**src/rtl/mem_port_arbiter_pkg.sv**
```systemverilog
`default_nettype none
// ============================================================================
// Module   : mem_arb_pkg
// Purpose  : Shared types and constants for the unified-memory port arbiter.
//            The arbiter FSM states, the transaction owner tag and the
//            doubleword alignment width.
// Ports    : none (package)
// Revision : 1.0 - initial release
// ============================================================================
package mem_arb_pkg;

  typedef enum logic [1:0] {
    IDLE    = 2'd0,
    ISSUE   = 2'd1,
    WAIT_RD = 2'd2
  } arb_state_t;

  typedef enum logic {
    OWN_IF = 1'b0,
    OWN_DM = 1'b1
  } arb_owner_t;

  // Byte-offset bits inside one 64-bit doubleword.
  localparam int unsigned c_DW_ALIGN_W = 3;

endpackage
`default_nettype wire

```
**src/rtl/mem_port_arbiter_if.sv**
```systemverilog
`default_nettype none
// ============================================================================
// Module   : mem_port_arbiter_if
// Purpose  : Bundles the fetch port, the data port and the memory macro port
//            of the arbiter.
// Ports    : master - requester/memory side (drives requests and mem_rdata)
//            slave  - arbiter side (drives grants, read data, memory strobes)
// Revision : 1.0 - initial release
// ============================================================================
interface mem_port_arbiter_if #(
  parameter int unsigned ADDR_W = 32,
  parameter int unsigned DATA_W = 64
);

  // instruction-fetch port
  logic              if_req;
  logic [ADDR_W-1:0] if_addr;
  logic              if_gnt;
  logic              if_rvalid;
  logic [31:0]       if_rdata;

  // data (ld/sd) port
  logic              dm_req;
  logic              dm_we;
  logic [ADDR_W-1:0] dm_addr;
  logic [DATA_W-1:0] dm_wdata;
  logic              dm_gnt;
  logic              dm_rvalid;
  logic [DATA_W-1:0] dm_rdata;

  // memory macro port
  logic              mem_en;
  logic              mem_we;
  logic [ADDR_W-1:0] mem_addr;
  logic [DATA_W-1:0] mem_wdata;
  logic [DATA_W-1:0] mem_rdata;

  modport master (
    output if_req, if_addr,
    output dm_req, dm_we, dm_addr, dm_wdata,
    output mem_rdata,
    input  if_gnt, if_rvalid, if_rdata,
    input  dm_gnt, dm_rvalid, dm_rdata,
    input  mem_en, mem_we, mem_addr, mem_wdata
  );

  modport slave (
    input  if_req, if_addr,
    input  dm_req, dm_we, dm_addr, dm_wdata,
    input  mem_rdata,
    output if_gnt, if_rvalid, if_rdata,
    output dm_gnt, dm_rvalid, dm_rdata,
    output mem_en, mem_we, mem_addr, mem_wdata
  );

endinterface
`default_nettype wire

```
**src/rtl/mem_port_arbiter_latcnt.sv**
```systemverilog
`default_nettype none
// ============================================================================
// Module   : mem_arb_latcnt
// Purpose  : Read-latency down-counter. Loaded when a read is issued, counts
//            down once per wait cycle and flags zero when the memory data is
//            due.
// Ports    : CLK        - clock
//            RST        - synchronous active-low reset
//            i_load     - load i_load_val (has priority over i_dec)
//            i_load_val - value to load
//            i_dec      - decrement by one (holds at zero)
//            o_zero     - counter is zero
// Revision : 1.0 - initial release
// ============================================================================
module mem_arb_latcnt #(
  parameter int unsigned WIDTH = 1
) (
  input  logic             CLK,
  input  logic             RST,
  input  logic             i_load,
  input  logic [WIDTH-1:0] i_load_val,
  input  logic             i_dec,
  output logic             o_zero
);

  logic [WIDTH-1:0] r_cnt;

  always_ff @(posedge CLK) begin
    if (!RST) begin
      r_cnt <= '0;
    end else if (i_load) begin
      r_cnt <= i_load_val;
    end else if (i_dec && (r_cnt != '0)) begin
      r_cnt <= r_cnt - 1'b1;
    end
  end

  assign o_zero = (r_cnt == '0);

endmodule
`default_nettype wire

```
**src/rtl/mem_port_arbiter.sv**
```systemverilog
`default_nettype none
// ============================================================================
// Module   : mem_port_arbiter
// Purpose  : Shares the single-port unified memory between instruction fetch
//            and data (ld/sd) accesses. One transaction at a time, data port
//            has priority, and fetch is guaranteed a grant after STARVE_MAX
//            consecutive data grants while it waits. Read data returns with a
//            one-cycle rvalid pulse RD_LAT cycles after the memory strobe.
// Ports    : CLK  - clock
//            RST  - synchronous active-low reset
//            bus  - fetch, data and memory ports (slave modport)
// Revision : 1.0 - initial release
// ============================================================================
module mem_port_arbiter
  import mem_arb_pkg::*;
#(
  parameter int unsigned ADDR_W     = 32,
  parameter int unsigned DATA_W     = 64,
  parameter int unsigned RD_LAT     = 1,
  parameter int unsigned STARVE_MAX = 4
) (
  input  logic              CLK,
  input  logic              RST,
  mem_port_arbiter_if.slave bus
);

  localparam int unsigned c_LAT_W    = $clog2(RD_LAT + 1);
  localparam int unsigned c_STARVE_W = $clog2(STARVE_MAX + 1);
  localparam logic [ADDR_W-1:0]     c_ADDR_MASK  = ~(ADDR_W'((1 << c_DW_ALIGN_W) - 1));
  localparam logic [c_STARVE_W-1:0] c_STARVE_LIM = c_STARVE_W'(STARVE_MAX);
  localparam logic [c_LAT_W-1:0]    c_LAT_INIT   = c_LAT_W'(RD_LAT - 1);

  arb_state_t            r_state;
  arb_state_t            w_state_nxt;
  arb_owner_t            r_owner;
  logic                  r_we;
  logic [ADDR_W-1:0]     r_addr;
  logic [DATA_W-1:0]     r_wdata;
  logic [c_STARVE_W-1:0] r_starve;
  logic [31:0]           r_if_rdata;
  logic [DATA_W-1:0]     r_dm_rdata;

  logic                  w_any_req;
  logic                  w_if_win;
  logic                  w_accept;
  logic                  w_lat_load;
  logic                  w_lat_dec;
  logic                  w_lat_zero;
  logic                  w_capture;
  logic                  w_issue;
  logic [31:0]           w_if_word;

  assign w_any_req = bus.if_req | bus.dm_req;
  // Data wins unless fetch has already waited out STARVE_MAX data grants.
  assign w_if_win  = bus.if_req & (~bus.dm_req | (r_starve == c_STARVE_LIM));

  // --------------------------------------------------------------------------
  // FSM
  // --------------------------------------------------------------------------
  always_ff @(posedge CLK) begin
    if (!RST) begin
      r_state <= IDLE;
    end else begin
      r_state <= w_state_nxt;
    end
  end

  always_comb begin
    w_state_nxt = r_state;
    w_accept    = 1'b0;
    w_lat_load  = 1'b0;
    w_lat_dec   = 1'b0;
    w_capture   = 1'b0;
    case (r_state)
      IDLE: begin
        if (w_any_req) begin
          w_accept    = 1'b1;
          w_state_nxt = ISSUE;
        end
      end
      ISSUE: begin
        if (r_we) begin
          w_state_nxt = IDLE;
        end else begin
          w_lat_load  = 1'b1;
          w_state_nxt = WAIT_RD;
        end
      end
      WAIT_RD: begin
        if (w_lat_zero) begin
          w_capture   = 1'b1;
          w_state_nxt = IDLE;
        end else begin
          w_lat_dec = 1'b1;
        end
      end
      default: begin
        w_state_nxt = IDLE;
      end
    endcase
  end

  mem_arb_latcnt #(
    .WIDTH (c_LAT_W)
  ) u_latcnt (
    .CLK        (CLK),
    .RST        (RST),
    .i_load     (w_lat_load),
    .i_load_val (c_LAT_INIT),
    .i_dec      (w_lat_dec),
    .o_zero     (w_lat_zero)
  );

  // --------------------------------------------------------------------------
  // Transaction latch: the winner's request is frozen at acceptance so a
  // requester that misbehaves after acceptance cannot disturb the access.
  // --------------------------------------------------------------------------
  always_ff @(posedge CLK) begin
    if (!RST) begin
      r_owner <= OWN_IF;
      r_we    <= 1'b0;
      r_addr  <= '0;
      r_wdata <= '0;
    end else if (w_accept) begin
      if (w_if_win) begin
        r_owner <= OWN_IF;
        r_we    <= 1'b0;
        r_addr  <= bus.if_addr;
        r_wdata <= '0;
      end else begin
        r_owner <= OWN_DM;
        r_we    <= bus.dm_we;
        r_addr  <= bus.dm_addr;
        r_wdata <= bus.dm_wdata;
      end
    end
  end

  // Counts data grants taken while fetch was waiting; only moves in IDLE.
  always_ff @(posedge CLK) begin
    if (!RST) begin
      r_starve <= '0;
    end else if (r_state == IDLE) begin
      if (!bus.if_req || w_if_win) begin
        r_starve <= '0;
      end else if (r_starve != c_STARVE_LIM) begin
        r_starve <= r_starve + 1'b1;
      end
    end
  end

  // --------------------------------------------------------------------------
  // Read return: data is passed through combinationally in the capture cycle
  // so rvalid and rdata line up, then held per port until its next capture.
  // --------------------------------------------------------------------------
  assign w_if_word = r_addr[c_DW_ALIGN_W-1] ? bus.mem_rdata[63:32] : bus.mem_rdata[31:0];

  always_ff @(posedge CLK) begin
    if (!RST) begin
      r_if_rdata <= '0;
      r_dm_rdata <= '0;
    end else if (w_capture) begin
      if (r_owner == OWN_IF) begin
        r_if_rdata <= w_if_word;
      end else begin
        r_dm_rdata <= bus.mem_rdata;
      end
    end
  end

  // --------------------------------------------------------------------------
  // Outputs
  // --------------------------------------------------------------------------
  assign w_issue       = (r_state == ISSUE);
  assign bus.mem_en    = w_issue;
  assign bus.mem_we    = w_issue & r_we;
  assign bus.mem_addr  = r_addr & c_ADDR_MASK;
  assign bus.mem_wdata = r_wdata;

  assign bus.if_gnt    = w_issue & (r_owner == OWN_IF);
  assign bus.dm_gnt    = w_issue & (r_owner == OWN_DM);
  assign bus.if_rvalid = w_capture & (r_owner == OWN_IF);
  assign bus.dm_rvalid = w_capture & (r_owner == OWN_DM);

  assign bus.if_rdata  = (w_capture && (r_owner == OWN_IF)) ? w_if_word : r_if_rdata;
  assign bus.dm_rdata  = (w_capture && (r_owner == OWN_DM)) ? bus.mem_rdata : r_dm_rdata;

endmodule
`default_nettype wire
```
**src/flat_wrapper.sv**
```systemverilog
// flat-port wrapper written by rule: the top's interface ports become plain ports
module mem_port_arbiter_flat import mem_arb_pkg::*;
#(
  parameter int unsigned ADDR_W     = 32,
  parameter int unsigned DATA_W     = 64,
  parameter int unsigned RD_LAT     = 1,
  parameter int unsigned STARVE_MAX = 4
)
  (CLK, RST, bus_if_req, bus_if_addr, bus_dm_req, bus_dm_we, bus_dm_addr, bus_dm_wdata, bus_mem_rdata, bus_if_gnt, bus_if_rvalid, bus_if_rdata, bus_dm_gnt, bus_dm_rvalid, bus_dm_rdata, bus_mem_en, bus_mem_we, bus_mem_addr, bus_mem_wdata);
  mem_port_arbiter_if #(.ADDR_W(ADDR_W), .DATA_W(DATA_W)) bus_i ();
  input  logic CLK;
  input  logic RST;
  input wire logic [$bits(bus_i.if_req)-1:0] bus_if_req;
  input wire logic [$bits(bus_i.if_addr)-1:0] bus_if_addr;
  input wire logic [$bits(bus_i.dm_req)-1:0] bus_dm_req;
  input wire logic [$bits(bus_i.dm_we)-1:0] bus_dm_we;
  input wire logic [$bits(bus_i.dm_addr)-1:0] bus_dm_addr;
  input wire logic [$bits(bus_i.dm_wdata)-1:0] bus_dm_wdata;
  input wire logic [$bits(bus_i.mem_rdata)-1:0] bus_mem_rdata;
  output wire logic [$bits(bus_i.if_gnt)-1:0] bus_if_gnt;
  output wire logic [$bits(bus_i.if_rvalid)-1:0] bus_if_rvalid;
  output wire logic [$bits(bus_i.if_rdata)-1:0] bus_if_rdata;
  output wire logic [$bits(bus_i.dm_gnt)-1:0] bus_dm_gnt;
  output wire logic [$bits(bus_i.dm_rvalid)-1:0] bus_dm_rvalid;
  output wire logic [$bits(bus_i.dm_rdata)-1:0] bus_dm_rdata;
  output wire logic [$bits(bus_i.mem_en)-1:0] bus_mem_en;
  output wire logic [$bits(bus_i.mem_we)-1:0] bus_mem_we;
  output wire logic [$bits(bus_i.mem_addr)-1:0] bus_mem_addr;
  output wire logic [$bits(bus_i.mem_wdata)-1:0] bus_mem_wdata;
  assign bus_i.if_req = bus_if_req;
  assign bus_i.if_addr = bus_if_addr;
  assign bus_i.dm_req = bus_dm_req;
  assign bus_i.dm_we = bus_dm_we;
  assign bus_i.dm_addr = bus_dm_addr;
  assign bus_i.dm_wdata = bus_dm_wdata;
  assign bus_i.mem_rdata = bus_mem_rdata;
  assign bus_if_gnt = bus_i.if_gnt;
  assign bus_if_rvalid = bus_i.if_rvalid;
  assign bus_if_rdata = bus_i.if_rdata;
  assign bus_dm_gnt = bus_i.dm_gnt;
  assign bus_dm_rvalid = bus_i.dm_rvalid;
  assign bus_dm_rdata = bus_i.dm_rdata;
  assign bus_mem_en = bus_i.mem_en;
  assign bus_mem_we = bus_i.mem_we;
  assign bus_mem_addr = bus_i.mem_addr;
  assign bus_mem_wdata = bus_i.mem_wdata;
  mem_port_arbiter #(.ADDR_W(ADDR_W), .DATA_W(DATA_W), .RD_LAT(RD_LAT), .STARVE_MAX(STARVE_MAX)) u_core (.CLK(CLK), .RST(RST), .bus(bus_i));
endmodule
```
**config.mk**
```make
export PLATFORM = sky130hd
export DESIGN_NAME = mem_port_arbiter_flat
export DESIGN_NICKNAME = d
export VERILOG_FILES = /design/src/rtl/mem_port_arbiter_pkg.sv /design/src/rtl/mem_port_arbiter_if.sv /design/src/rtl/mem_port_arbiter_latcnt.sv /design/src/rtl/mem_port_arbiter.sv /design/src/flat_wrapper.sv
export SDC_FILE = /design/constraint.sdc
export NUM_CORES = 1
export LEC_CHECK = 0
export BUFFER_PORTS_ARGS = -buffer_cell sky130_fd_sc_hd__buf_4
export CORE_MARGIN = 2
export CORE_UTILIZATION = 25
export DETAILED_ROUTE_END_ITERATION = 6
export PLACE_DENSITY_LB_ADDON = 0.2
export SETUP_SLACK_MARGIN = 0.2
export SLEW_MARGIN = 20
export SYNTH_ARGS = -nofsm -noshare
export SYNTH_HDL_FRONTEND = slang
export SYNTH_HIERARCHICAL = 1
export SYNTH_SLANG_ARGS = --single-unit
```
**constraint.sdc**
```tcl
create_clock -name CLK -period 2.91 [get_ports CLK]
set_clock_uncertainty 0.05 [all_clocks]
set_input_delay 0 -clock CLK [delete_from_list [all_inputs] [get_ports CLK]]
set_output_delay 0 -clock CLK [all_outputs]
set_load 0.01 [all_outputs]
```
==> run_results.csv, run 1 <==
group,metric,value,unit
status,status,"complete, no violations",
grt,grt_max_degree,67,
synth,synthCells,939,
route,routedWlPerCell,16.3,µm
synth,synth_top_family_by_area,"compound AO/OA/AOI/OAI gates",
synth,synth_edf_count,0,
synth,ys_seq_area_share,44.2,%
layout,synthToLayoutAreaGrowth,64.8,%
sta,setup_tns,0,ns
clock_tree,numCtsBuffers,17,
route,dr.pass1.iters,4,
critical_path,cpLargestDelayFamily,"compound AO/OA/AOI/OAI gates",
layout,layout_common_cells,"405 x buf_4, 215 x dlygate4sd3_1, 197 x dfxtp_1, 101 x a21oi_1",
critical_path,r2r_end,"u_core/r_addr[9]",
synth,post_synth.cell_area_avg,9.54,µm²
floorplanning,die_h,193,µm
sta,setup_viol,0,
power_and_ir_drop,ir_drop,402,µV
critical_path,cp_max_fo,60,
synth,synthXorXnorAreaFrac,0,%
critical_path,crit_buf_inv,2,
sta,fin_crit_sh,84.3,%
synth,synth_fa_ha_area_share,0.279,%
critical_path,cp.required,3.18,ns
route,viasPerCell,4.62,
placed_design,place_hpwl,20.3,mm
clock_tree,clock_sinks,198,
floorplanning,rows,69,
synth,synth_top_flop_cell,"dfxtp_1",
clock_tree,htreeDepth,4,
clock_tree,postCtsSetupBuffers,0,
synth,synth_cell_types,35,
floorplanning,dieArea,0.0374,mm²
worst_hold_path,min_path_type,"input pin to flop",
placed_design,gp_congestion,0.752,
power_and_ir_drop,power_density,471,mW/mm²
critical_path,crit_type,"flop to flop",
clock_tree,cts.clk_slew.worst_paths,0.07,ns
route,drt_iter0_drc,399,
critical_path,crit_arrival,2.73,ns
synth,synth_compound_area_share,21.0,%
route,num_vias,8926,
synth,yosys.area_share.simple,13.0,%
clock_tree,insertion_delay,0.44,ns
critical_path,rr_worst_depth,6,
critical_path,reg2reg_slack,0.46,ns
sta,rsz0062_at_grt,"false",
clock_tree,clk_path_buf_depth,2,
sta,fmax,408,MHz
sta,finalHoldViolations,0,
route,wl,31.6,mm
floorplanning,start_util,25.3,%
sta,maxSlewHeadroom,49.7,%
floorplanning,coreArea,0.0354,mm²
grt,grt_pass1_vias,8746,
critical_path,slowest_stage,"dlygate4sd3_1",
clock_tree,cts_tree,"built",
synth,synth_seq_cells,198,
critical_path,r2r-start,"u_core/r_starve[0]",
layout,layout-drive-gt1-share,34.7,%
job,maxCapViolCount,0,
placed_design,io_buffers,387,
sta,drv_slew,0,
synth,yosysWarnings,6,
grt,grt_usage,16.3,%
power_and_ir_drop,p_leak,0.00681,µW
synth,netlist_area,0.00896,mm²
critical_path,crit_start,"u_core/r_starve[0]",
route,drtAntennaViolNets,0,
sta,worst_pin_slew,0.755,ns
power_and_ir_drop,total_power,6950,µW
clock_tree,clockRootBuffer,"clkbuf_16",
critical_path,crit_path_max_incr_delay,0.56,ns
worst_hold_path,hp-start,"bus_if_req",
critical_path,end_kind,"flop",
grt,grt_pass1_wl,49.3,mm
grt,grt_overflow,0,
floorplanning,pin_count,395,
synth,async_flop_share,0,%
critical_path,start_kind,"flop",
worst_hold_path,worstHoldEndpoint,"u_core/r_starve[1]",
layout,diodes,0,
layout,nNetsFinal,1657,
critical_path,worstPathCellList,"inv_1 -> ha_1 -> a21bo_4 -> a21boi_0 -> o311a_1 -> dlygate4sd3_1",
grt,antenna_found_initial,0,
synth,synth_mux_area_share,13.7,%
worst_hold_path,whs_path_depth,4,
sta,period_needed,2.45,ns
layout,layout_commonest_cell,"buf_4",
route,drcViolationCount,0,
floorplanning,fp.dieW,193,µm
## logic make-up after synthesis
group                      after synthesis
AOI/OAI and AO/OA                      295
and+or+nand+nor                        214
DFF                                    198
buffers and inverters                  133
muxes                                   96
adders and majority gates                2
other                                    1
## per-stage QoR
step	utilization (%)	hold slack [ns]	worst slack [ns]	cell area, µm²	cells
5_1_grt	41.7	0.190	0.292	14800	1932
3_3_place_gp	33.9	0.219	0.797	12000	1685
3_5_place_dp	33.9	0.223	0.747	12000	1685
4_1_cts	41.7	0.157	0.213	14800	1932
6_report	41.7	0.184	0.456	14800	1932
2_1_floorplan	-	0.0894	1.31	8970	942
## worst max-delay path by stage
stage          slack (ns)           endpoint  depth (start not counted)
2_1_floorplan        1.31  u_core/r_addr[10]                          6
3_3_place_gp         0.80  u_core/r_addr[25]                          5
3_5_place_dp         0.75  u_core/r_addr[12]                          5
5_1_grt              0.29   bus_if_rdata[24]                          5
6_report             0.46   u_core/r_addr[9]                          6
4_1_cts              0.21   u_core/r_addr[9]                          6
## worst register-to-register path, delay by kind of cell, from the launching register on
family                   cells  cell delay, ns
AO/OA/AOI/OAI                3            1.10
buffers and inverters        2            0.64
flip-flops                   1            0.33
adder cells (fa/ha/maj)      1            0.22
## state kept, by name, summed over array words and instances (netlist names)
register	flops
u_core/bus.mem_wdata	64
u_core/r_addr	30
u_core/r_dm_rdata	64
u_core/r_if_rdata	32
u_core/r_owner	1
u_core/r_starve	3
u_core/r_state	2
u_core/r_we	1
u_core/u_latcnt/r_cnt	1
## routing by layer
| layer | vias to the layer above | track usage (%) | part of all wire, % |
|---|---|---|---|
| li1 | 4379 | - | - |
| met1 | 4240 | 21.6 | 47 |
| met2 | 272 | 25.9 | 45 |
| met3 | 35 | 4.34 | 5.6 |
| met4 | 0 | 4.95 | 1.8 |
| met5 | - | 0 | 0 |
## Yosys cell counts (all sizes together), types with 31 or more instances
library cell	number	share of area [%]
o21ai	67	3.7
buf	67	5.0
nand3	67	3.7
nor2	37	1.5
dfxtp	198	44
a21boi	31	2.6
clkbuf	59	2.5
a21oi	101	5.6
mux2i	32	3.6
and2	66	4.6
a211oi	32	2.7
mux2	64	10
## final cells by class
| type | count | area (µm²) |
|---|---|---|
| fill | 3484 | 20600 |
| timing repair buffer | 623 | 5250 |
| multi-input combinational | 611 | 4340 |
| sequential | 198 | 3970 |
| tap | 461 | 577 |
| clock buffer | 23 | 478 |
| clock inverter | 9 | 121 |
| inverter | 7 | 27.5 |
## report_power, final
part	total, µW	switching (µW)	leakage, µW	internal (µW)
Clock	2470	1120	0.000294	1350
Combinational	1540	697	0.00490	839
Sequential	2940	85.6	0.00162	2860
Total	6950	1910	0.00681	5040
## what timing repair did
action                                  in CTS  in global routing
endpoints found under the setup margin       0                 24
hold buffers                               215                  0
resized for setup                            0                  1
hold endpoints to repair                   196                  0
Power figures use the tool's default switching activity.
==> run 2: changes to the inputs <==
- ABC_AREA: default -> 1
- clock period: 2.91 -> 2 ns (I/O delays scaled with it)
==> run 2 against run 1 <==
Against the previous run: register-to-register slack got worse by 0.18 ns; routed wire length grew 11%; via count rose by 13%; core utilization increased by 2.7 points; largest power group unchanged; critical path type is now flop to output pin; sequential power up 46%; final area up 3.3%; largest cell class unchanged; sequential share of layout area is 0.77 points lower; final cell count increased by 17%.
==> run_results.csv, run 2 <==
group,metric,value,unit
status,status,"complete, no violations",
clock_tree,cts_tree,"built",
route,drt_iter0_drc,467,
grt,use_met3,5.57,%
power_and_ir_drop,p_comb_share,23.3,%
clock_tree,insertion_delay,0.44,ns
clock_tree,numCtsBuffers,17,
critical_path,cp_max_fo,8,
grt,grt_usage,18.5,%
clock_tree,clockRootBuffer,"clkbuf_16",
layout,layoutNonFillerInstCount,2267,
grt,grt_max_degree,78,
floorplanning,rows,68,
layout,layout_common_cells,"390 x buf_4, 384 x nand2_1, 194 x a21oi_1, 193 x dlygate4sd3_1, 192 x dfxtp_1",
synth,post_synth.cell_area_avg,6.86,µm²
placed_design,dp_cells,2005,
power_and_ir_drop,ir_drop,559,µV
route,num_vias,10100,
critical_path,cp.required,1.95,ns
power_and_ir_drop,power.switching,3030,µW
grt,grt_overflow,0,
critical_path,crit_arrival,1.78,ns
placed_design,io_buffers,387,
power_and_ir_drop,p_leak,0.00737,µW
critical_path,crit_type,"flop to output pin",
sta,setup_ws,0.168,ns
synth,netlist_area,0.00865,mm²
sta,hold_ws,0.317,ns
synth,synth_cell_types,18,
layout,seq_area,0.00398,mm²
clock_tree,htreeDepth,4,
critical_path,end_kind,"output pin",
power_and_ir_drop,total_power,10400,µW
grt,met2_usage,32.3,%
sta,setup_tns,0,ns
job,maxCapViolCount,0,
synth,synth_top_area_share,45.8,%
layout,layout_commonest_cell,"buf_4",
floorplanning,coreArea,0.0343,mm²
route,drcViolationCount,0,
floorplanning,pin_count,395,
placed_design,place_hpwl,20.7,mm
power_and_ir_drop,p_sw_share,29.1,%
route,wl,35.2,mm
synth,async_flop_share,0,%
synth,synth_most_common_cell,"nand2_1",
synth,yosys.area.top_type,"dfxtp_1",
sta,finalHoldViolations,0,
synth,synth_edf_count,0,
power_and_ir_drop,clockPowerShare,35.5,%
critical_path,start_kind,"flop",
floorplanning,die_h,190,µm
placed_design,place_ws,0.353,ns
floorplanning,start_util,25.2,%
synth,yosysWarnings,6,
route,drtAntennaViolNets,0,
layout,nNetsFinal,1997,
floorplanning,dieArea,0.0361,mm²
grt,antenna_found_initial,1,
route,routedWlPerCell,15.5,µm
layout,fillCellCount,3479,
worst_hold_path,min_path_type,"input pin to flop",
route,viasPerCell,4.44,
layout,layout-drive-gt1-share,29.9,%
power_and_ir_drop,intPower,7390,µW
grt,grt_pass1_vias,9735,
grt,use_met1,21.7,%
synth,synth.area.top_cells,"dfxtp_1 46%, nand2_1 19%, a21oi_1 11%",
placed_design,gp_congestion,0.808,
sta,fin_crit_sh,91.6,%
power_and_ir_drop,p_seq_share,41.1,%
sta,worst_pin_slew,0.546,ns
layout,multi_input_area,0.00402,mm²
sta,period_needed,1.83,ns
synth,synthCells,1260,
route,dr.pass1.iters,5,
sta,setup_viol,0,
sta,fmax,546,MHz
clock_tree,clk_path_buf_depth,2,
grt,grt_pass1_wl,52.1,mm
floorplanning,fp.dieW,190,µm
sta,rsz0062_at_grt,"true",
power_and_ir_drop,power_density,684,mW/mm²
layout,synthToLayoutAreaGrowth,76.3,%
sta,maxSlewHeadroom,63.6,%
synth,synthTopCellsByCount,"430 x nand2_1, 198 x dfxtp_1, 195 x a21oi_1, 99 x nand3_1, 76 x inv_1",
sta,drv_slew,0,
clock_tree,cts.clk_slew.worst_paths,0.08,ns
synth,synth_top_flop_cell,"dfxtp_1",
synth,ys_seq_area_share,45.8,%
synth,synth_seq_cells,198,
clock_tree,clock_sinks,198,
grt,grt.busiest_layer,"met2",
-- run 2: cell count changes after synthesis, sizes merged, moves of 32 or more --
cell,delta
and2,-66
a211oi,-32
inv,+70
a21oi,+94
mux2,-64
mux2i,-32
nand2,+427
nor2,+37
nand3,+32
-- run 2: per-stage QoR --
| stage | instance area (µm²) | utilization, % |
|---|---|---|
| 3_5_place_dp | 11800 | 34.5 |
| 6_report | 15200 | 44.5 |
| 4_1_cts | 14900 | 43.3 |
| 3_3_place_gp | 11800 | 34.5 |
| 2_1_floorplan | 8660 | - |
| 5_1_grt | 15200 | 44.5 |
-- run 2: repair_timing --
action,CTS,global route
cloned,7,4
hold buffers,193,0
endpoints found under the hold margin,195,0
endpoints found under the setup margin,97,103
gates resized for setup,60,52
buffers inserted,12,13
pin swaps,9,15
-- run 2: cell families after synthesis --
logic type	synth area share, %
and+or+nand+nor	28.0
buffers and inverters	10.9
xor gates and xnor gates	0.101
AOI/OAI and AO/OA	14.9
adders and majority gates	0.289
other	0.0434
DFF	45.8
-- run 2: layout make-up --
cell class | count | area share (%)
tap | 455 | 3.73
inverter | 77 | 1.93
sequential | 198 | 26.1
multi-input combinational | 869 | 26.4
antenna | 1 | 0.0164
timing repair buffer | 635 | 37.8
clock inverter | 15 | 1.26
clock buffer | 17 | 2.79
-- run 2: worst max-delay path, cell delays in order (launching register included) --
cell       delay (ns)
dfxtp_2          0.33
inv_2            0.07
nand3_4          0.09
buf_6            0.12
nor2_4           0.13
buf_4            0.16
clkbuf_16        0.16
nand2_1          0.07
nand2_1          0.08
buf_4            0.12
-- run 2: path summary, 6_finish.rpt --
check | start | slack (ns) | cells past startpoint | to
worst max-delay path | u_core/u_latcnt/r_cnt | 0.17 | 9 | bus_if_rdata[28]
worst min-delay path | bus_dm_wdata[3] | 0.32 | 4 | u_core/bus.mem_wdata[3]
worst min register to register | u_core/bus.mem_wdata[61] | 0.42 | 2 | u_core/bus.mem_wdata[61]
worst max register to register | u_core/r_state[0] | 0.28 | 8 | u_core/bus.mem_wdata[46]
-- run 2: power by group through the flow --
stage | logic, µW | registers (µW) | clock network (µW)
3_5_place_dp | 1900 | 4380 | 0
3_3_place_gp | 1890 | 4380 | 0
4_1_cts | 2320 | 4290 | 3820
2_1_floorplan | 990 | 4380 | 0
6_report | 2430 | 4290 | 3700
5_1_grt | 2650 | 4310 | 3970
-- run 2: layer usage --
metal | up-vias | share of wire [%]
met3 | 29 | 7.6
li1 | 5076 | -
met1 | 4638 | 41
met4 | 0 | 1.8
met5 | - | 0
met2 | 332 | 49
==> run 3: changes to the inputs <==
- ABC_AREA: 1 -> default
==> run 3 against run 2 <==
Against the previous run: setup slack lost 0.12 ns; maximum frequency down 6.0%; global-route usage decreased by 0.82 points; power is 0.44% lower; largest power group unchanged.
==> run_results.csv, run 3 (synthesized netlist as in run 1, its figures left out) <==
group,metric,value,unit
sta,drv_slew,0,
sta,rsz0062_at_grt,"true",
critical_path,crit_type,"flop to output pin",
placed_design,io_buffers,387,
critical_path,cp.required,1.95,ns
route,viasPerCell,4.65,
clock_tree,htreeDepth,4,
layout,diodes,0,
critical_path,crit_arrival,1.90,ns
sta,period_needed,1.95,ns
floorplanning,coreArea,0.0354,mm²
layout,layout_commonest_cell,"buf_4",
grt,grt_pass1_vias,9386,
floorplanning,rows,69,
route,drcViolationCount,0,
sta,fin_crit_sh,97.5,%
route,num_vias,9151,
placed_design,place_area,0.0122,mm²
layout,nNetsFinal,1696,
layout,layout-drive-gt1-share,43.1,%
layout,layout_common_cells,"349 x buf_4, 192 x dfxtp_1, 191 x dlygate4sd3_1, 82 x buf_6, 69 x a21oi_1",
placed_design,place_hpwl,20.4,mm
sta,finalHoldViolations,0,
layout,fin_area,0.0162,mm²
sta,maxSlewHeadroom,58.5,%
critical_path,cp_max_fo,7,
clock_tree,insertion_delay,0.45,ns
power_and_ir_drop,ir_drop,734,µV
status,status,"complete, no violations",
route,drtAntennaViolNets,0,
floorplanning,start_util,25.3,%
sta,worst_pin_slew,0.622,ns
grt,grt_pass1_wl,53.2,mm
floorplanning,fp.dieW,193,µm
floorplanning,die_h,193,µm
power_and_ir_drop,p_leak,0.00727,µW
grt,grt_usage,17.7,%
layout,synthToLayoutAreaGrowth,80.9,%
clock_tree,numCtsBuffers,17,
clock_tree,cts.clk_slew.worst_paths,0.08,ns
worst_hold_path,min_path_type,"input pin to flop",
sta,fmax,513,MHz
clock_tree,clk_path_buf_depth,2,
placed_design,gp_congestion,0.766,
sta,hold_ws,0.0703,ns
floorplanning,dieArea,0.0374,mm²
clock_tree,clockRootBuffer,"clkbuf_16",
floorplanning,pin_count,395,
route,routedWlPerCell,17.6,µm
grt,grt_max_degree,97,
route,drt_iter0_drc,325,
clock_tree,clock_sinks,198,
route,wl,34.7,mm
critical_path,end_kind,"output pin",
route,dr.pass1.iters,4,
worst_hold_path,whs_path_depth,3,
grt,antenna_found_initial,0,
critical_path,rr_worst_depth,7,
grt,grt_overflow,0,
clock_tree,cts_tree,"built",
power_and_ir_drop,power_density,640,mW/mm²
sta,setup_viol,0,
critical_path,start_kind,"flop",
job,maxCapViolCount,0,
-- run 3: changes by cell type in the layout (fill, tap and decap cells not counted), moves of 57 or more --
cell / delta
nand2_1: -380
a21oi_1: -125
inv_1: -67
and2_1: +66
mux2_4: +64
nor2_1: -64
buf_6: +57
-- run 3: path summary, 6_finish.rpt --
path,startpoint,endpoint,slack (ns)
max,u_core/r_state[0],bus_dm_rdata[38],0.05
min,bus_if_req,u_core/r_starve[1],0.07
max reg2reg,u_core/r_state[0],u_core/r_dm_rdata[41],0.26
min reg2reg,u_core/r_starve[0],u_core/r_starve[0],0.42
-- run 3: what timing repair did --
item                                    CTS  global route
endpoints found under the hold margin   195             0
resized for setup                       197            49
setup buffers                            34            11
pin swaps                                 9             8
cloned                                    7             4
hold buffers                            191             0
endpoints found under the setup margin  106           129
-- run 3: power by group --
part | leakage, µW | switching, µW | internal, µW
clock | 0.000277 | 1690 | 1780
sequential | 0.00162 | 122 | 4160
combinational | 0.00537 | 1180 | 1450
total | 0.00727 | 2990 | 7380
-- run 3: final cells by class --
| type | instances | area, µm² |
|---|---|---|
| clock buffer | 19 | 453 |
| clock inverter | 11 | 100 |
| fill | 3309 | 19200 |
| inverter | 7 | 27.5 |
| multi-input combinational | 612 | 4820 |
| sequential | 198 | 3980 |
| tap | 461 | 577 |
| timing repair buffer | 661 | 6260 |
-- run 3: critical path, stage by stage (launching register included) --
cell and delay, ns:
dfxtp_4 0.35, nand4b_1 0.17, buf_6 0.15, buf_12 0.15
clkbuf_16 0.17, mux2_4 0.31, buf_6 0.13
-- run 3: metrics by stage --
| step | util [%] | setup slack, ns | instances | total power [µW] | TNS, ns |
|---|---|---|---|---|---|
| finish | 45.8 | 0.0507 | 1969 | 10400 | 0 |
| detailed placement | 34.4 | 0.212 | 1692 | 6300 | 0 |
| global placement | 34.4 | 0.218 | 1692 | 6290 | 0 |
| floorplan | - | 0.402 | 942 | 5370 | 0 |
| global route | 45.8 | -0.0156 | 1969 | 10900 | -0.138 |
| CTS | 44.7 | 0.0149 | 1954 | 10400 | 0 |
-- run 3: per-layer routing --
| layer | global-route usage (%) | routed length (µm) | up-vias |
|---|---|---|---|
| met3 | 3.89 | 1680 | 32 |
| met1 | 22.7 | 15600 | 4387 |
| li1 | - | - | 4441 |
| met2 | 29.7 | 16800 | 291 |
| met5 | 0 | 0 | - |
| met4 | 5.57 | 647 | 0 |
